**src/rtl/segment_decoder_rx.sv**
```systemverilog
// Two-channel 7-segment snoop decoder: recovers nibble/DP/DIG from stable segment patterns.
// Build option SEG_DEC_SYNC_EN inserts a 2-flop synchroniser on each seg_in bus.
module segment_decoder_rx #(
  parameter int STABLE_CYCLES = 4,
  parameter int CNT_W         = 8
) (
  input  logic             clk,
  input  logic             rst_n,
  input  logic [8:0]       seg_in_1,
  input  logic [8:0]       seg_in_2,
  output logic [3:0]       data_1,
  output logic [3:0]       data_2,
  output logic             dp_1,
  output logic             dp_2,
  output logic             dig_1,
  output logic             dig_2,
  output logic             blank_1,
  output logic             blank_2,
  output logic             valid_1,
  output logic             valid_2,
  output logic             err_1,
  output logic             err_2,
  output logic [CNT_W-1:0] err_cnt
);

  // state  | meaning
  // SETTLE | counting consecutive unchanged cycles of seg_q
  // REPORT | pattern held long enough; decode and pulse on the next edge
  // LOCKED | reported pattern still present; wait for any bit change
  typedef enum logic [1:0] {SETTLE, REPORT, LOCKED} state_t;

  localparam logic [7:0] STABLE_LIM = 8'(STABLE_CYCLES);

  logic [1:0][3:0] data_v;
  logic [1:0]      dp_v, dig_v, blank_v, valid_v, err_v;

  for (genvar g = 0; g < 2; g++) begin : g_ch
    logic [8:0] seg_raw, seg_s, seg_q;
    logic [7:0] cnt, cnt_nxt;
    state_t     state, state_nxt;
    logic [3:0] data_r, nib;
    logic       dp_r, dig_r, blank_r, valid_r, err_r, legal;

    assign seg_raw = (g == 0) ? seg_in_1 : seg_in_2;

`ifdef SEG_DEC_SYNC_EN
    logic [8:0] sync_a, sync_b;
    always_ff @(posedge clk) begin
      if (!rst_n) begin
        sync_a <= '0;
        sync_b <= '0;
      end else begin
        sync_a <= seg_raw;
        sync_b <= sync_a;
      end
    end
    assign seg_s = sync_b;
`else
    assign seg_s = seg_raw;
`endif

    always_comb begin
      legal = 1'b1;
      nib   = 4'h0;
      case (seg_q[6:0])
        7'h3F: nib = 4'h0;
        7'h06: nib = 4'h1;
        7'h5B: nib = 4'h2;
        7'h4F: nib = 4'h3;
        7'h66: nib = 4'h4;
        7'h6D: nib = 4'h5;
        7'h7D: nib = 4'h6;
        7'h07: nib = 4'h7;
        7'h7F: nib = 4'h8;
        7'h6F: nib = 4'h9;
        7'h77: nib = 4'hA;
        7'h7C: nib = 4'hB;
        7'h39: nib = 4'hC;
        7'h5E: nib = 4'hD;
        7'h79: nib = 4'hE;
        7'h71: nib = 4'hF;
        default: legal = 1'b0;
      endcase
    end

    always_comb begin
      state_nxt = state;
      cnt_nxt   = cnt;
      case (state)
        SETTLE: begin
          if (seg_s != seg_q) begin
            cnt_nxt = '0;
          end else begin
            cnt_nxt = cnt + 8'd1;
            if (cnt_nxt == STABLE_LIM) state_nxt = REPORT;
          end
        end
        // A change landing on the report edge must still restart settling,
        // otherwise seg_q would already hold it and LOCKED would never see it.
        REPORT: begin
          cnt_nxt   = '0;
          state_nxt = (seg_s != seg_q) ? SETTLE : LOCKED;
        end
        LOCKED: begin
          if (seg_s != seg_q) begin
            cnt_nxt   = '0;
            state_nxt = SETTLE;
          end
        end
        default: begin
          cnt_nxt   = '0;
          state_nxt = SETTLE;
        end
      endcase
    end

    always_ff @(posedge clk) begin
      if (!rst_n) begin
        state   <= SETTLE;
        seg_q   <= '0;
        cnt     <= '0;
        data_r  <= '0;
        dp_r    <= 1'b0;
        dig_r   <= 1'b0;
        blank_r <= 1'b0;
        valid_r <= 1'b0;
        err_r   <= 1'b0;
      end else begin
        state   <= state_nxt;
        seg_q   <= seg_s;
        cnt     <= cnt_nxt;
        valid_r <= 1'b0;
        err_r   <= 1'b0;
        if (state == REPORT) begin
          blank_r <= (seg_q[6:0] == 7'h00);
          if (seg_q[6:0] != 7'h00) begin
            if (legal) begin
              data_r  <= nib;
              dp_r    <= seg_q[7];
              dig_r   <= seg_q[8];
              valid_r <= 1'b1;
            end else begin
              err_r   <= 1'b1;
            end
          end
        end
      end
    end

    assign data_v[g]  = data_r;
    assign dp_v[g]    = dp_r;
    assign dig_v[g]   = dig_r;
    assign blank_v[g] = blank_r;
    assign valid_v[g] = valid_r;
    assign err_v[g]   = err_r;
  end

  // Counts the registered err pulses, so it trails them by one cycle.
  logic [CNT_W:0] cnt_sum;
  assign cnt_sum = {1'b0, err_cnt} + {{CNT_W{1'b0}}, err_v[0]} + {{CNT_W{1'b0}}, err_v[1]};

  always_ff @(posedge clk) begin
    if (!rst_n) begin
      err_cnt <= '0;
    end else if (cnt_sum[CNT_W]) begin
      err_cnt <= '1;
    end else begin
      err_cnt <= cnt_sum[CNT_W-1:0];
    end
  end

  assign data_1  = data_v[0];
  assign data_2  = data_v[1];
  assign dp_1    = dp_v[0];
  assign dp_2    = dp_v[1];
  assign dig_1   = dig_v[0];
  assign dig_2   = dig_v[1];
  assign blank_1 = blank_v[0];
  assign blank_2 = blank_v[1];
  assign valid_1 = valid_v[0];
  assign valid_2 = valid_v[1];
  assign err_1   = err_v[0];
  assign err_2   = err_v[1];

endmodule

```
**config.mk**
```make
export PLATFORM = sky130hd
export DESIGN_NAME = segment_decoder_rx
export DESIGN_NICKNAME = d
export VERILOG_FILES = /design/src/rtl/segment_decoder_rx.sv
export SDC_FILE = /design/constraint.sdc
export NUM_CORES = 1
export LEC_CHECK = 0
export CAP_MARGIN = 30
export CORE_AREA = 2 2 82 84
export DETAILED_ROUTE_END_ITERATION = 10
export DIE_AREA = 0 0 84 86
export GPL_TIMING_DRIVEN = 0
export PLACE_DENSITY_LB_ADDON = 0.05
export SYNTH_ARGS = -nofsm -noshare
export SYNTH_HDL_FRONTEND = slang
export SYNTH_SLANG_ARGS = --single-unit
```
**constraint.sdc**
```tcl
create_clock -name clk -period 2.45 [get_ports clk]
set_input_delay 0.49 -clock clk [delete_from_list [all_inputs] [get_ports clk]]
set_output_delay 0.49 -clock clk [all_outputs]
set_load 0.005 [all_outputs]
```
* After elaboration in Yosys (flattened, before gate mapping)
Index checks and enable logic that the tools add are counted.
** Word-level totals
- Word-level logic and storage cells :: 108
- Bits in writable memories :: 0
- Memories kept :: 0
- Output and inout bits :: 26
- ROM bits :: 0
- Input bits :: 20
- Register bits :: 64
- Bits in latches :: 0
** Operators by class
- Equality and inequality tests :: 46
- Magnitude comparators :: 0
- Shifts and indexed selects :: 0
- Reduce and logical (&&, ||, !) cells :: 14
- Bitwise gates (word level) :: 0
- Multipliers :: 0
- Divide/modulo/power cells :: 0
- Add/sub/neg operators :: 4
- Mux-type cells :: 25
** Operators with widths (count)
- 7-bit equality test (second input constant) :: 24
- 4-bit case mux with 15 select lines :: 2
- 8-bit 2-to-1 mux :: 5
- 8-bit case mux with 2 select lines :: 2
- 16-bit OR reduction :: 2
- 7-bit by 3-bit equality test with 1-bit output (second input constant) :: 4
- 7-bit by 6-bit equality test with 1-bit output (second input constant) :: 4
- 9-bit inequality test :: 2
- 3-bit AND reduction :: 6
- 8-bit by 1-bit adder with 8-bit output (second input constant) :: 2
- 8-bit by 3-bit equality test with 1-bit output (second input constant) :: 2
- 2-bit 2-to-1 mux :: 8
- 7-bit logical NOT :: 2
- 7-bit nonzero test :: 2
- 2-bit inequality test (second input constant) :: 6
- 2-bit case mux with 3 select lines :: 2
- 8-bit by 1-bit adder with 9-bit output :: 1
- 9-bit by 1-bit adder with 9-bit output :: 1
- 1-bit 2-to-1 mux :: 6
- 2-bit by 1-bit equality test with 1-bit output (second input constant) :: 2
- 2-bit equality test (second input constant) :: 2
- 2-bit logical NOT :: 2

* Depth between registers and ports, before layout
Gate-level depths: netlist of run 1.
- Depth in word-level cells :: 5
- Mapped depth :: 8

* Least setup slack after synthesis of run 1
No wires, ideal clock.
- Path kind :: register to register
- Start :: reg g_ch[0].err_r, in the netlist err_1
- End :: reg err_cnt[4]
- Stages on the path, launching flop included :: 9
- Path buffers :: 0
- Setup slack :: 0.682 ns
- Arrival time :: 1.703 ns
- Cell sequence :: dfxtp_1 inv_1 fa_1 inv_1 ha_1 and4_1 nand4_1 o21a_1 nor2_1
** On the way
- Longest elaborated chain between the ends :: 3
** Ends and longest elaborated chain
- start, declared :: RTL line 42 : logic dp_r, dig_r, blank_r, valid_r, err_r, legal;
- start signal, assigned :: RTL line 127 : err_r <= 1'b0;
- start signal, assigned :: RTL line 133 : err_r <= 1'b0;
- start signal, assigned :: RTL line 143 : err_r <= 1'b1;
- 8-bit by 1-bit adder with 9-bit output :: RTL line 160 : assign cnt_sum = {1'b0, err_cnt} + {{CNT_W{1'b0}}, err_v[0]} + {{CNT_W{1'b0}}, err_v[1]};
- 9-bit by 1-bit adder with 9-bit output :: RTL line 160
- 8-bit 2-to-1 mux :: RTL line 165 : end else if (cnt_sum[CNT_W]) begin
- end signal, assigned :: RTL line 168 : err_cnt <= cnt_sum[CNT_W-1:0];
- end, declared :: RTL line 23 : output logic [CNT_W-1:0] err_cnt
Every way passes these cells.
A chain may end at the register's enable or synchronous reset.

* Worst setup path in the final report of run 1
- Start :: in seg_in_1[1]
- End :: reg g_ch[0].state[0]
** On the way
- Longest elaborated chain between the ends :: 3
- Elaborated cells between the ends (all ways) :: 4
- Those cells by class :: 3 x eq/ne; 1 x reduce/logical
** Ends and longest elaborated chain
- start, declared :: RTL line 9 : input logic [8:0] seg_in_1,
- 9-bit inequality test (*) :: RTL line 91, 105
- 2-bit inequality test (no source line)
- 3-bit AND reduction (no source line) (*)
- end signal, assigned :: RTL line 129 : state <= state_nxt;
- end, declared :: RTL line 40 : state_t state, state_nxt;
Every way passes the cells marked *; elsewhere a longest branch is shown, timed or not.

==> results of run 1 <==
## power by group through the flow
stage	clock, mW	sequential [mW]	combinational (mW)
after floorplan	0	1.09	0.124
after global placement	0	1.09	0.188
after detailed placement	0	1.09	0.188
after CTS	0.888	1.07	0.190
after global routing	0.940	1.07	0.210
final	0.865	1.07	0.189
## final timing paths
path,from,end,cells past startpoint,slack (ns)
max,seg_in_1[1],g_ch[0].state[0]$_SDFFE_PN0P_,7,0.48
min,dp_1$_SDFFE_PN0P_,dp_1$_SDFFE_PN0P_,2,0.46
max reg2reg,err_1$_SDFF_PN0_,err_cnt[4]$_SDFF_PN0_,8,0.48
min reg2reg,dp_1$_SDFFE_PN0P_,dp_1$_SDFFE_PN0P_,2,0.46
## flip-flops by register name, summed over array words and instances (netlist names)
name and cells:
g_ch.state 4, data_2 4, dig_2 1, dp_2 1, dig_1 1, data_1 4
valid_2 1, dp_1 1, blank_1 1, blank_2 1, valid_1 1, g_ch.cnt 16
g_ch.seg_q 18, err_cnt 8, err_1 1, err_2 1
## logic make-up (layout without fill, tap and decap cells)
kind of cell	Yosys count	in the layout	synth area share [%]
AO/OA/AOI/OAI	62	62	13.1
flip-flops	64	64	38.2
adder cells (fa/ha/maj)	6	6	2.46
AND/OR/NAND/NOR	167	167	27.1
multiplexers	13	13	3.88
buffers and inverters	34	94	5.11
XOR/XNOR	39	39	10.2
## area by class of cell
| class | instances | area (um^2) | share of cell area [%] |
|---|---|---|---|
| plain buffers | 26 | 141 | 3.46 |
| clock buffers | 10 | 128 | 3.13 |
| clock inverters | 6 | 60.1 | 1.47 |
| inverters | 8 | 30.0 | 0.736 |
| multi-input cells | 287 | 1900 | 46.7 |
| flip-flops and latches | 64 | 1280 | 31.4 |
| well taps | 77 | 96.3 | 2.36 |
| repair buffers | 44 | 440 | 10.8 |
## routing by layer
metal	GRT usage (%)	share of wire, %	vias up
met4	8.94	1.8	0
met1	26.4	47	1354
li1	-	-	1468
met5	0	0	-
met3	4.81	5.1	13
met2	35.1	46	70
## through the flow
step	hold WS, ns	utilization, %
CTS	0.461	65.0
global placement	0.445	62.0
finish	0.460	65.0
global route	0.484	65.0
floorplan	0.450	-
detailed placement	0.451	62.0
## cells in the mapped netlist, types with 9 or more instances
library cell	instances
a21oi_1	18
and2_1	20
buf_2	11
clkbuf_1	10
dfxtp_1	64
mux2i_1	13
nand2_1	36
nand3_1	12
nor2_1	36
xnor2_1	9
xor2_1	30
## critical path: cells and delay by family
kind / cells / cell delay, ns
and+or+nand+nor: 4 / 0.98
xor gates and xnor gates: 1 / 0.17
buffers and inverters: 2 / 0.61
==> results.json, run 1 <==
{
  "status": "finished clean",
  "synthDistinctLibCells": 63,
  "gp_congestion": 0.859,
  "fillers": 556,
  "fin_worst_skew_ns": 0.00696,
  "end_kind": "flop",
  "maxSlewViolCount": 0,
  "finalSetupTns_ns": 0,
  "finalHoldViolations": 0,
  "required_ns": 2.72,
  "max-vdd-ir-drop_v": 0.000342,
  "critPathKind": "input pin to flop",
  "drv_cap": 0,
  "setup_slack_ns": 0.482,
  "insertion_delay_ns": 0.34,
  "vias": 2905,
  "fin_crit_sh_pct": 80.3,
  "port_buffers": 44,
  "p_comb_share_pct": 8.9,
  "hold_path_class": "flop to flop",
  "layout_commonest_cell": "dfxtp_1",
  "die_h_um": 86,
  "fin_area_um2": 4080,
  "h-tree-depth": 3,
  "cts_hold_buffers": 0,
  "seq_area_frac_synth_pct": 38.2,
  "start_kind": "input pin",
  "synth-seq-cells": 64,
  "internal-power_mw": 1.61,
  "ant_nets": 0,
  "syn_nets": 411,
  "syn_inst": 385,
  "drcViolationCount": 0,
  "crit_path_max_incr_delay_ns": 0.47,
  "rows": 29,
  "die_area_um2": 7220,
  "ctsLongestPathBuffers": 2,
  "antenna_cells": 0,
  "hpwl_um": 5120,
  "postCtsSetupBuffers": 0,
  "fmax_ghz": 0.508,
  "synth.top_cell.area_share_pct": 38.2,
  "grt_start_max_net_pins": 12,
  "place_ws_ns": 0.134,
  "p_leak_nw": 1.48,
  "grt_pass1_vias": 2697,
  "path_clk_slew_ns": 0.07,
  "cts_resized": 0,
  "synth_edf_count": 0,
  "cts_buffers": 9,
  "firstDrtPassIters": 4,
  "cts_num_sinks": 64,
  "worstMarginPinSlew_ns": 0.479,
  "cts_tree": "yes",
  "wl_per_cell_um": 13.3,
  "power_density_nw_per_um2": 520,
  "core_region_area_um2": 6280,
  "rsz0062_at_grt": "false",
  "p_total_mw": 2.12,
  "avgSynthCellArea_um2": 8.72,
  "final_cell_mix": "dfxtp_1 (64), clkdlybuf4s50_1 (44), nor2_1 (36), nand2_1 (36), xor2_1 (30)",
  "synthTopCellsByArea": "dfxtp_1 (38%), xor2_1 (7.8%), nand2_1 (4.0%)",
  "clockPowerShare_pct": 40.7,
  "drive_above_1_share_pct": 9.89,
  "grt.overflow.total": 0,
  "dp.cells": 506,
  "placed_area_um2": 3890,
  "setup_viol": 0,
  "cp.arrival_ns": 2.24,
  "synth_top_area_cell": "dfxtp_1",
  "fin_cells": 522,
  "yosysWarnings": 0,
  "viasPerCell": 5.57,
  "nets": 466,
  "path_max_fanout": 9,
  "antenna_found_initial": 0,
  "seqPwrFrac_pct": 50.3,
  "start_util_pct": 53.5,
  "switching_share_pct": 24.3,
  "slew_headroom_pct": 68.1,
  "grt_usage_pct": 21.1,
  "drt_wl_total_um": 6950,
  "die_w_um": 84,
  "async_flop_share_pct": 0,
  "cts-root-buf": "clkbuf_8",
  "switchingPower_mw": 0.516,
  "synthesis.area_um2": 3360,
  "layout_min_cycle_time_ns": 1.97,
  "area_growth_pct": 21.6,
  "path_cells": "clkdlybuf4s50_1 > xor2_1 > nor4_1 > nand4_1 > or2_2 > buf_6 > nor3_2",
  "grt_pass1_wl_um": 12300,
  "critPathSlowestCell": "clkdlybuf4s50_1",
  "synth_flop_cell": "dfxtp_1",
  "io_pins": 46,
  "drt-initial-drc-count": 109
}
No activity file was read; power rests on OpenSTA's default activity.
==> run 2: changes to the inputs <==
- CORE_AREA: 2 2 82 84 -> 2 2 86 88
- DIE_AREA: 0 0 84 86 -> 0 0 88 90
- clock period: 2.45 -> 1.6 ns (I/O delays scaled with it)
==> results.json, run 2 (synthesis results as in run 1) <==
{
  "fin_worst_skew_ns": 0.00345,
  "rows": 31,
  "top_register": "g_ch.seg_q",
  "fin_crit_sh_pct": 110,
  "fin_area_um2": 4850,
  "grt_usage_pct": 21.5,
  "nets": 496,
  "maxSlewViolCount": 0,
  "path_delay_family": "compound AO/OA/AOI/OAI gates",
  "end_kind": "flop",
  "wl_per_cell_um": 15.1,
  "setup_viol": 31,
  "max-vdd-ir-drop_v": 0.000519,
  "finalSetupTns_ns": -2.19,
  "cts_tree": "yes",
  "drv_cap": 0,
  "drcViolationCount": 0,
  "path_cells": "buf_6 > nand4b_1 > nor3_4 > a211o_1 > o31a_1 > mux2i_1",
  "dp.cells": 528,
  "critPathKind": "flop to flop",
  "gp_congestion": 0.900,
  "vias": 3079,
  "io_pins": 46,
  "fillers": 552,
  "crit_path_max_incr_delay_ns": 0.35,
  "area_growth_pct": 44.5,
  "cp_num_buf_inv": 1,
  "r2r.worst_path.cells": 6,
  "worstMarginPinSlew_ns": 0.620,
  "grt_start_max_net_pins": 11,
  "min_path_cells": 2,
  "hold_path_class": "input pin to flop",
  "antenna_found_initial": 0,
  "finalHoldViolations": 0,
  "required_ns": 1.85,
  "antenna_cells": 0,
  "die_h_um": 90,
  "start_util_pct": 47.8,
  "hpwl_um": 5300,
  "die_area_um2": 7920,
  "r2r-end": "data_1[2]$_SDFFE_PN0P_",
  "r2r_slack_ns": -0.15,
  "final_cell_mix": "clkdlybuf4s50_1 (43), dfxtp_1 (42), nand2_1 (33)",
  "cts-root-buf": "clkbuf_8",
  "path_clk_slew_ns": 0.07,
  "drt_wl_total_um": 8630,
  "grt.overflow.total": 0,
  "hold-worst-slack_ns": 0.383,
  "rsz0062_at_grt": "true",
  "reg_top3": "g_ch.seg_q (18), g_ch.cnt (16), err_cnt (8)",
  "grt_pass1_wl_um": 13500,
  "p_leak_nw": 1.73,
  "viasPerCell": 5.37,
  "drive_above_1_share_pct": 31.4,
  "path_depth": 6,
  "die_w_um": 88,
  "largest_register_ffs": 18,
  "path_max_fanout": 5,
  "cts_buffers": 9,
  "grt_pass1_vias": 2875,
  "violations": "negative setup slack",
  "firstDrtPassIters": 4,
  "core_region_area_um2": 7020,
  "placed_area_um2": 3950,
  "hold_start": "seg_in_1[1]",
  "ant_nets": 0,
  "p_total_mw": 3.39,
  "start_kind": "flop",
  "slew_headroom_pct": 58.7,
  "critPathSlowestCell": "dfxtp_4",
  "ctsLongestPathBuffers": 2,
  "worstReg2RegStart": "g_ch[0].seg_q[2]$_SDFF_PN0_",
  "port_buffers": 44,
  "h-tree-depth": 3,
  "cts_num_sinks": 64,
  "cts_hold_buffers": 0,
  "cp.arrival_ns": 2.01,
  "drt-initial-drc-count": 140,
  "layout_commonest_cell": "clkdlybuf4s50_1",
  "status": "finished with violations",
  "power_density_nw_per_um2": 700,
  "fin_cells": 573,
  "fmax_ghz": 0.571,
  "hold_path_end": "g_ch[0].seg_q[1]$_SDFF_PN0_",
  "insertion_delay_ns": 0.33,
  "setup_slack_ns": -0.152,
  "layout_min_cycle_time_ns": 1.75
}
==> run 2: cell types whose count changed in the layout (fill, tap and decap cells not counted), sizes merged <==
cell	delta
buf	+29
clkdlybuf4s50	-1
clkinvlp	-2
dlygate4sd2	+1
or2	+2
==> run 2: layout make-up <==
class | count | area (um^2) | area share (%)
repair buffers | 77 | 732 | 15.1
flip-flops and latches | 64 | 1320 | 27.3
inverters | 8 | 30.0 | 0.619
well taps | 99 | 124 | 2.55
clock buffers | 11 | 141 | 2.92
clock inverters | 4 | 45.0 | 0.929
multi-input cells | 289 | 2280 | 47.0
plain buffers | 21 | 174 | 3.59
==> run 2: report_power, final <==
part	switching [mW]	internal [mW]
Sequential	0.0308	1.62
Combinational	0.213	0.207
Clock	0.582	0.746
==> run 2: worst max path at each step <==
stage	startpoint	end	slack [ns]
2_1_floorplan	err_1$_SDFF_PN0_	err_cnt[4]$_SDFF_PN0_	-0.05
3_3_place_gp	seg_in_1[5]	g_ch[0].state[0]$_SDFFE_PN0P_	-0.50
3_5_place_dp	seg_in_1[5]	g_ch[0].state[0]$_SDFFE_PN0P_	-0.48
4_1_cts	g_ch[1].seg_q[6]$_SDFF_PN0_	data_2[2]$_SDFFE_PN0P_	-0.12
5_1_grt	g_ch[0].seg_q[2]$_SDFF_PN0_	data_1[2]$_SDFFE_PN0P_	-0.25
6_report	g_ch[0].seg_q[2]$_SDFF_PN0_	data_1[2]$_SDFFE_PN0P_	-0.15
==> run 2: timing repair <==
action,in CTS,in global routing
pin swaps,44,21
endpoints found under the setup margin,42,47
hold endpoints to repair,0,0
gates cloned,2,1
resized for setup,84,41
setup buffers,19,13
==> run 2: metal layers <==
| layer | vias up | share of wire [%] | track usage, % |
|---|---|---|---|
| met5 | - | 0 | 0 |
| met2 | 84 | 49 | 34.5 |
| met4 | 0 | 2.6 | 9.62 |
| li1 | 1529 | - | - |
| met3 | 20 | 4.1 | 4.41 |
| met1 | 1446 | 44 | 27.3 |
==> run 2: worst register-to-register path, cell delays in order (launching register included) <==
cell      delay [ns]
dfxtp_4         0.35
buf_6           0.12
nand4b_1        0.21
nor3_4          0.24
a211o_1         0.21
o31a_1          0.31
mux2i_1         0.24
==> run 2: stage by stage <==
stage / worst slack (ns) / util, %
after floorplan: -0.0453 / -
after global placement: -0.496 / 56.3
after detailed placement: -0.481 / 56.3
after CTS: -0.125 / 65.0
after global routing: -0.245 / 69.1
final: -0.152 / 69.1
